--- src/rtl/bit_serializer_if.sv ---
// Parallel-load / serial-out bus of the bit serializer.
// Handshake: a word transfers on a rising clk edge where load_valid and
// load_ready are both 1; load_data and load_len must be stable while
// load_valid is 1, and load_ready never depends on a transfer already made.
// ser_out/ser_valid/frame_done are a stream with no back-pressure.
interface bit_serializer_if #(
  parameter int WIDTH = 8
);
  localparam int LW = $clog2(WIDTH) + 1;

  logic             load_valid;
  logic             load_ready;
  logic [WIDTH-1:0] load_data;
  logic [LW-1:0]    load_len;
  logic             abort;
  logic             ser_out;
  logic             ser_valid;
  logic             frame_done;

  // Upstream producer and downstream consumer side
  modport master (
    output load_valid,
    output load_data,
    output load_len,
    output abort,
    input  load_ready,
    input  ser_out,
    input  ser_valid,
    input  frame_done
  );

  // Serializer side
  modport slave (
    input  load_valid,
    input  load_data,
    input  load_len,
    input  abort,
    output load_ready,
    output ser_out,
    output ser_valid,
    output frame_done
  );
endinterface

--- src/rtl/bit_serializer.sv ---
// Bit serializer: captures a parallel word with a length and presents it one
// bit per cycle, MSB or LSB first. Back-to-back frames are gap-free when the
// next word is offered during the last bit of the current one.
module bit_serializer #(
  parameter int WIDTH     = 8,
  parameter bit MSB_FIRST = 1'b1
) (
  input  logic                    clk,
  input  logic                    RESET,
  bit_serializer_if.slave         bus,
  output logic                    busy_dbg_o   // 1 while the FSM is in SHIFT
);

  localparam int LW = $clog2(WIDTH) + 1;

  typedef enum logic {
    IDLE  = 1'b0,
    SHIFT = 1'b1
  } state_t;

  state_t           state_q;
  logic [WIDTH-1:0] shreg_q;      // bits still to be sent, next one at the exit end
  logic [LW-1:0]    cnt_q;        // bits of the frame left, counting the one on ser_out
  logic             ser_out_q;
  logic             ser_valid_q;
  logic             frame_done_q;

  logic             last_bit;
  logic             load_ready;
  logic             accept;
  logic [LW-1:0]    eff_len;
  logic [WIDTH-1:0] aligned;
  logic             first_bit;
  logic [WIDTH-1:0] rest_bits;
  logic             next_bit;
  logic [WIDTH-1:0] shreg_shifted;

  // Handshake, effective length and the bit-selection paths for both orders
  always_comb begin
    last_bit   = (state_q == SHIFT) && (cnt_q == LW'(1));
    load_ready = !RESET && !bus.abort && ((state_q == IDLE) || last_bit);
    accept     = bus.load_valid && load_ready;

    if ((bus.load_len == '0) || (bus.load_len > LW'(WIDTH))) begin
      eff_len = LW'(WIDTH);
    end else begin
      eff_len = bus.load_len;
    end

    // Move bit len-1 up to the MSB so MSB-first always exits from the top
    aligned = bus.load_data << (LW'(WIDTH) - eff_len);

    if (MSB_FIRST) begin
      first_bit     = aligned[WIDTH-1];
      rest_bits     = aligned << 1;
      next_bit      = shreg_q[WIDTH-1];
      shreg_shifted = shreg_q << 1;
    end else begin
      first_bit     = bus.load_data[0];
      rest_bits     = bus.load_data >> 1;
      next_bit      = shreg_q[0];
      shreg_shifted = shreg_q >> 1;
    end
  end

  // Two-state FSM with registered serial outputs
  always_ff @(posedge clk) begin
    if (RESET) begin
      state_q      <= IDLE;
      shreg_q      <= '0;
      cnt_q        <= '0;
      ser_out_q    <= 1'b0;
      ser_valid_q  <= 1'b0;
      frame_done_q <= 1'b0;
    end else begin
      case (state_q)
        IDLE: begin
          if (accept) begin
            state_q      <= SHIFT;
            ser_out_q    <= first_bit;
            shreg_q      <= rest_bits;
            cnt_q        <= eff_len;
            ser_valid_q  <= 1'b1;
            frame_done_q <= (eff_len == LW'(1));
          end
        end
        SHIFT: begin
          if (bus.abort) begin
            // Drop the frame; ser_out keeps its last value
            state_q      <= IDLE;
            cnt_q        <= '0;
            ser_valid_q  <= 1'b0;
            frame_done_q <= 1'b0;
          end else if (last_bit) begin
            if (accept) begin
              // Chain the next word with no idle cycle
              state_q      <= SHIFT;
              ser_out_q    <= first_bit;
              shreg_q      <= rest_bits;
              cnt_q        <= eff_len;
              ser_valid_q  <= 1'b1;
              frame_done_q <= (eff_len == LW'(1));
            end else begin
              state_q      <= IDLE;
              cnt_q        <= '0;
              ser_valid_q  <= 1'b0;
              frame_done_q <= 1'b0;
            end
          end else begin
            // cnt_q >= 2 here, so the decrement cannot wrap
            ser_out_q    <= next_bit;
            shreg_q      <= shreg_shifted;
            cnt_q        <= cnt_q - LW'(1);
            ser_valid_q  <= 1'b1;
            frame_done_q <= (cnt_q == LW'(2));
          end
        end
        default: begin
          state_q     <= IDLE;
          ser_valid_q <= 1'b0;
          frame_done_q <= 1'b0;
        end
      endcase
    end
  end

  assign bus.load_ready = load_ready;
  assign bus.ser_out    = ser_out_q;
  assign bus.ser_valid  = ser_valid_q;
  assign bus.frame_done = frame_done_q;
  assign busy_dbg_o     = (state_q == SHIFT);

endmodule

--- src/flat_wrapper.sv ---
// flat-port wrapper written by rule: the top's interface ports become plain ports
module bit_serializer_flat 
#(
  parameter int WIDTH     = 8,
  parameter bit MSB_FIRST = 1'b1
)
  (clk, RESET, busy_dbg_o, bus_load_valid, bus_load_data, bus_load_len, bus_abort, bus_load_ready, bus_ser_out, bus_ser_valid, bus_frame_done);
  bit_serializer_if #(.WIDTH(WIDTH)) bus_i ();
  input  logic clk;
  input  logic RESET;
  output logic busy_dbg_o;
  input wire logic [$bits(bus_i.load_valid)-1:0] bus_load_valid;
  input wire logic [$bits(bus_i.load_data)-1:0] bus_load_data;
  input wire logic [$bits(bus_i.load_len)-1:0] bus_load_len;
  input wire logic [$bits(bus_i.abort)-1:0] bus_abort;
  output wire logic [$bits(bus_i.load_ready)-1:0] bus_load_ready;
  output wire logic [$bits(bus_i.ser_out)-1:0] bus_ser_out;
  output wire logic [$bits(bus_i.ser_valid)-1:0] bus_ser_valid;
  output wire logic [$bits(bus_i.frame_done)-1:0] bus_frame_done;
  assign bus_i.load_valid = bus_load_valid;
  assign bus_i.load_data = bus_load_data;
  assign bus_i.load_len = bus_load_len;
  assign bus_i.abort = bus_abort;
  assign bus_load_ready = bus_i.load_ready;
  assign bus_ser_out = bus_i.ser_out;
  assign bus_ser_valid = bus_i.ser_valid;
  assign bus_frame_done = bus_i.frame_done;
  bit_serializer #(.WIDTH(WIDTH), .MSB_FIRST(MSB_FIRST)) u_core (.clk(clk), .RESET(RESET), .bus(bus_i), .busy_dbg_o(busy_dbg_o));
endmodule
--- config.mk ---
export PLATFORM = sky130hd
export DESIGN_NAME = bit_serializer_flat
export DESIGN_NICKNAME = d
export VERILOG_FILES = /design/src/rtl/bit_serializer_if.sv /design/src/rtl/bit_serializer.sv /design/src/flat_wrapper.sv
export SDC_FILE = /design/constraint.sdc
export NUM_CORES = 1
export LEC_CHECK = 0
export CAP_MARGIN = 20
export CORE_MARGIN = 3
export CORE_UTILIZATION = 45
export DETAILED_ROUTE_END_ITERATION = 12
export DONT_BUFFER_PORTS = 1
export GPL_TIMING_DRIVEN = 1
export PLACE_DENSITY_LB_ADDON = 0.05
export SYNTH_ARGS = -nofsm -noshare
export SYNTH_HDL_FRONTEND = slang
export SYNTH_SLANG_ARGS = --single-unit
--- constraint.sdc ---
create_clock -name clk -period 3.22 [get_ports clk]
set_input_delay 0.161 -clock clk [delete_from_list [all_inputs] [get_ports clk]]
set_output_delay 0.161 -clock clk [all_outputs]
set_load 0.1 [all_outputs]
==> metrics.cfg <==
[layout]
nFillCells = 200
multi_input_area_um2 = 742
drive_above_1_share = 0.137
seqCellArea_um2 = 320
layout.nets = 146
n_antenna_cell = 0
stdcell_count = 152
areaGrowthSynthToFinish_pct = 5.99

[clock_network]
cts_inserted_buffers = 3
cts_sinks = 16
tritoncts = yes
cts_setup_buffers = 0
ctsLongestPathBuffers = 2
post_cts_resized = 0
insertion_delay_ns = 0.30
path_clk_slew_ns = 0.09
h-tree-depth = 1
cts_hold_buf = 1
root_buffer = clkbuf_4

[critical_path]
worst_r2r_startpoint = u_core.cnt_q[1]
cp.depth = 7
cp-startpoint = u_core.cnt_q[1]
critical_path.top_delay_family = compound AO/OA/AOI/OAI gates
cp_slowest_cell = a21boi_1
endpoint = u_core.cnt_q[1]
path_class = reg -> reg
reg2regPathDepth = 7
required_ns = 3.46
crit_path_end_kind = flip-flop
crit_chain = inv_1 > ha_1 > a21boi_1 > buf_4 > o21ai_0 > nor2_1 > a22o_1
ff2ff_setup_slack_ns = 1.02
path_buf_inv = 2
start_kind = flip-flop
cp.arrival_ns = 2.44
crit_fanout = 8
max_stage_delay_ns = 0.48
reg2reg_to = u_core.cnt_q[1]

[timing]
fin_skew_ns = 0.00760
fmax_ghz = 0.455
grt_setup_unrepaired = no
layout_min_cycle_time_ns = 2.20
slew_headroom = 0.332
worst_slew_pin_slew_ns = 0.999
slew_violations = 0
setup_ws_ns = 1.02
post-route-period-util = 0.682
fin_setup_tns_ns = 0
hold_violations = 0
setup_viol = 0

[worst_hold_path]
hp-class = in -> reg

[job]
maxCapViolCount = 0

[global_route]
grt_usage = 0.182
grt.overflow.total = 0
grt_pass1_vias = 972
grt_pass1_wl_um = 4540
antenna_found_initial = 0
grt_start_max_net_pins = 15

[drt]
avgRoutedWirePerCell_um = 16.7
vias = 946
ant_nets = 0
drtPass1Iterations = 4
wirelength_um = 2530
via_per_inst = 6.22
drt_iter0_markers = 28
post-route-drc-count = 0

[synthesis]
synth.distinct_cells = 43
synthCells = 124
synth_top_area_cell = dfxtp_1
avgSynthCellArea_um2 = 8.93
synth_fp_nets = 145
synthTopCellsByArea = dfxtp_1 (29%), mux2i_1 (8.1%), mux4_2 (8.1%)
synth_commonest_cells = dfxtp_1 (16), nor2_1 (11), a21oi_1 (9), mux2i_1 (9), o21ai_0 (7)
synth_top_area_frac = 0.289
synth_seq_area_share = 0.289
synthFlopType = dfxtp_1
synth_edf_count = 0
synth_most_common_cell = dfxtp_1
yosys_warnings = 0
ys_ff_latch = 16
synth-async-reset-ratio = 0
synth.cell_area_mm2 = 0.00111

[placed_design]
port-buffer-count = 0
dp_hpwl_um = 1940
finalWeightedCongestion = 0.837
post-place-cells = 147
dp_slack_ns = 1.09

[die]
rows = 17
die_area_mm2 = 0.00309
start_util = 0.487
core_area_mm2 = 0.00228
top_level_ports = 21
dieHeight_um = 55.6
chipWidth_um = 55.6

[outcome]
status = completed

[power]
finalPower_uw = 492
p_per_area_mw_per_mm2 = 419
vdd.ir_drop.worst_mv = 0.319
p_leak_nw = 0.466

==> per-stage QoR <==
stage / hold WS (ns) / utilization / instance area, um2
final: 0.0199 / 0.516 / 1170
after global routing: 0.00919 / 0.516 / 1170
after CTS: 0.00323 / 0.516 / 1170
after detailed placement: 0.234 / 0.495 / 1130
after global placement: 0.232 / 0.495 / 1130
after floorplan: 0.352 / - / 1110
==> logic make-up after synthesis <==
family,share of synthesized area
adder cells (fa/ha/maj),0.0565
buffers and inverters,0.0508
AO/OA/AOI/OAI,0.223
multiplexers,0.163
XOR/XNOR,0.0158
AND/OR/NAND/NOR,0.202
flip-flops,0.289
==> power by group <==
part	total (mW)	switching (mW)	internal, mW
logic	0.117	0.0656	0.0513
registers	0.237	0.0265	0.210
clock network	0.138	0.0694	0.0690
total	0.492	0.162	0.330
==> per-layer routing <==
metal  global-route usage  vias to the layer above  share of wire  wire length [um]
met3               0.0580                        4          0.088               224
li1                     -                      470              -                 -
met4               0.0590                        0          0.010                26
met1                0.255                      436           0.48              1220
met2                0.265                       36           0.42              1060
met5                    0                        -              0                 0
==> cells in the final DEF, fill, tap and decap left out, types with 2 or more instances in the layout <==
master and count:
buf_4 2, inv_1 4, clkbuf_4 3, ha_1 5, a21oi_1 9, o221ai_1 2
a22o_1 2, and3_2 3, mux4_2 4, nand2b_1 4, nor3_1 5, o21ai_0 7
mux2i_1 9, dfxtp_1 16, and3_1 2, nor3b_1 3, a221oi_1 3, nor2_1 11
nand2_1 6, nand3_1 2
==> worst min path at each step <==
stage | start | cells past startpoint | endpoint | slack (ns)
CTS | RESET | 1 | u_core.busy_dbg_o | 0.003
detailed placement | RESET | 1 | u_core.cnt_q[2] | 0.23
finish | RESET | 1 | u_core.busy_dbg_o | 0.02
global placement | RESET | 1 | u_core.bus.frame_done | 0.23
floorplan | RESET | 2 | u_core.bus.frame_done | 0.35
global route | RESET | 1 | u_core.busy_dbg_o | 0.009
==> sequential cells by signal (all words and copies together), names as in the netlist <==
name                   cells
u_core.bus.frame_done      1
u_core.bus.ser_out         1
u_core.bus.ser_valid       1
u_core.busy_dbg_o          1
u_core.cnt_q               4
u_core.shreg_q             8
==> cell type report <==
cell class                      count  area share
Timing Repair Buffer                3      0.0213
Multi-Input combinational cell     97       0.632
Clock buffer                        4      0.0309
Tap cell                           28      0.0299
Sequential cell                    16       0.273
Inverter                            4      0.0128
No activity file was read; power rests on OpenSTA's default activity.
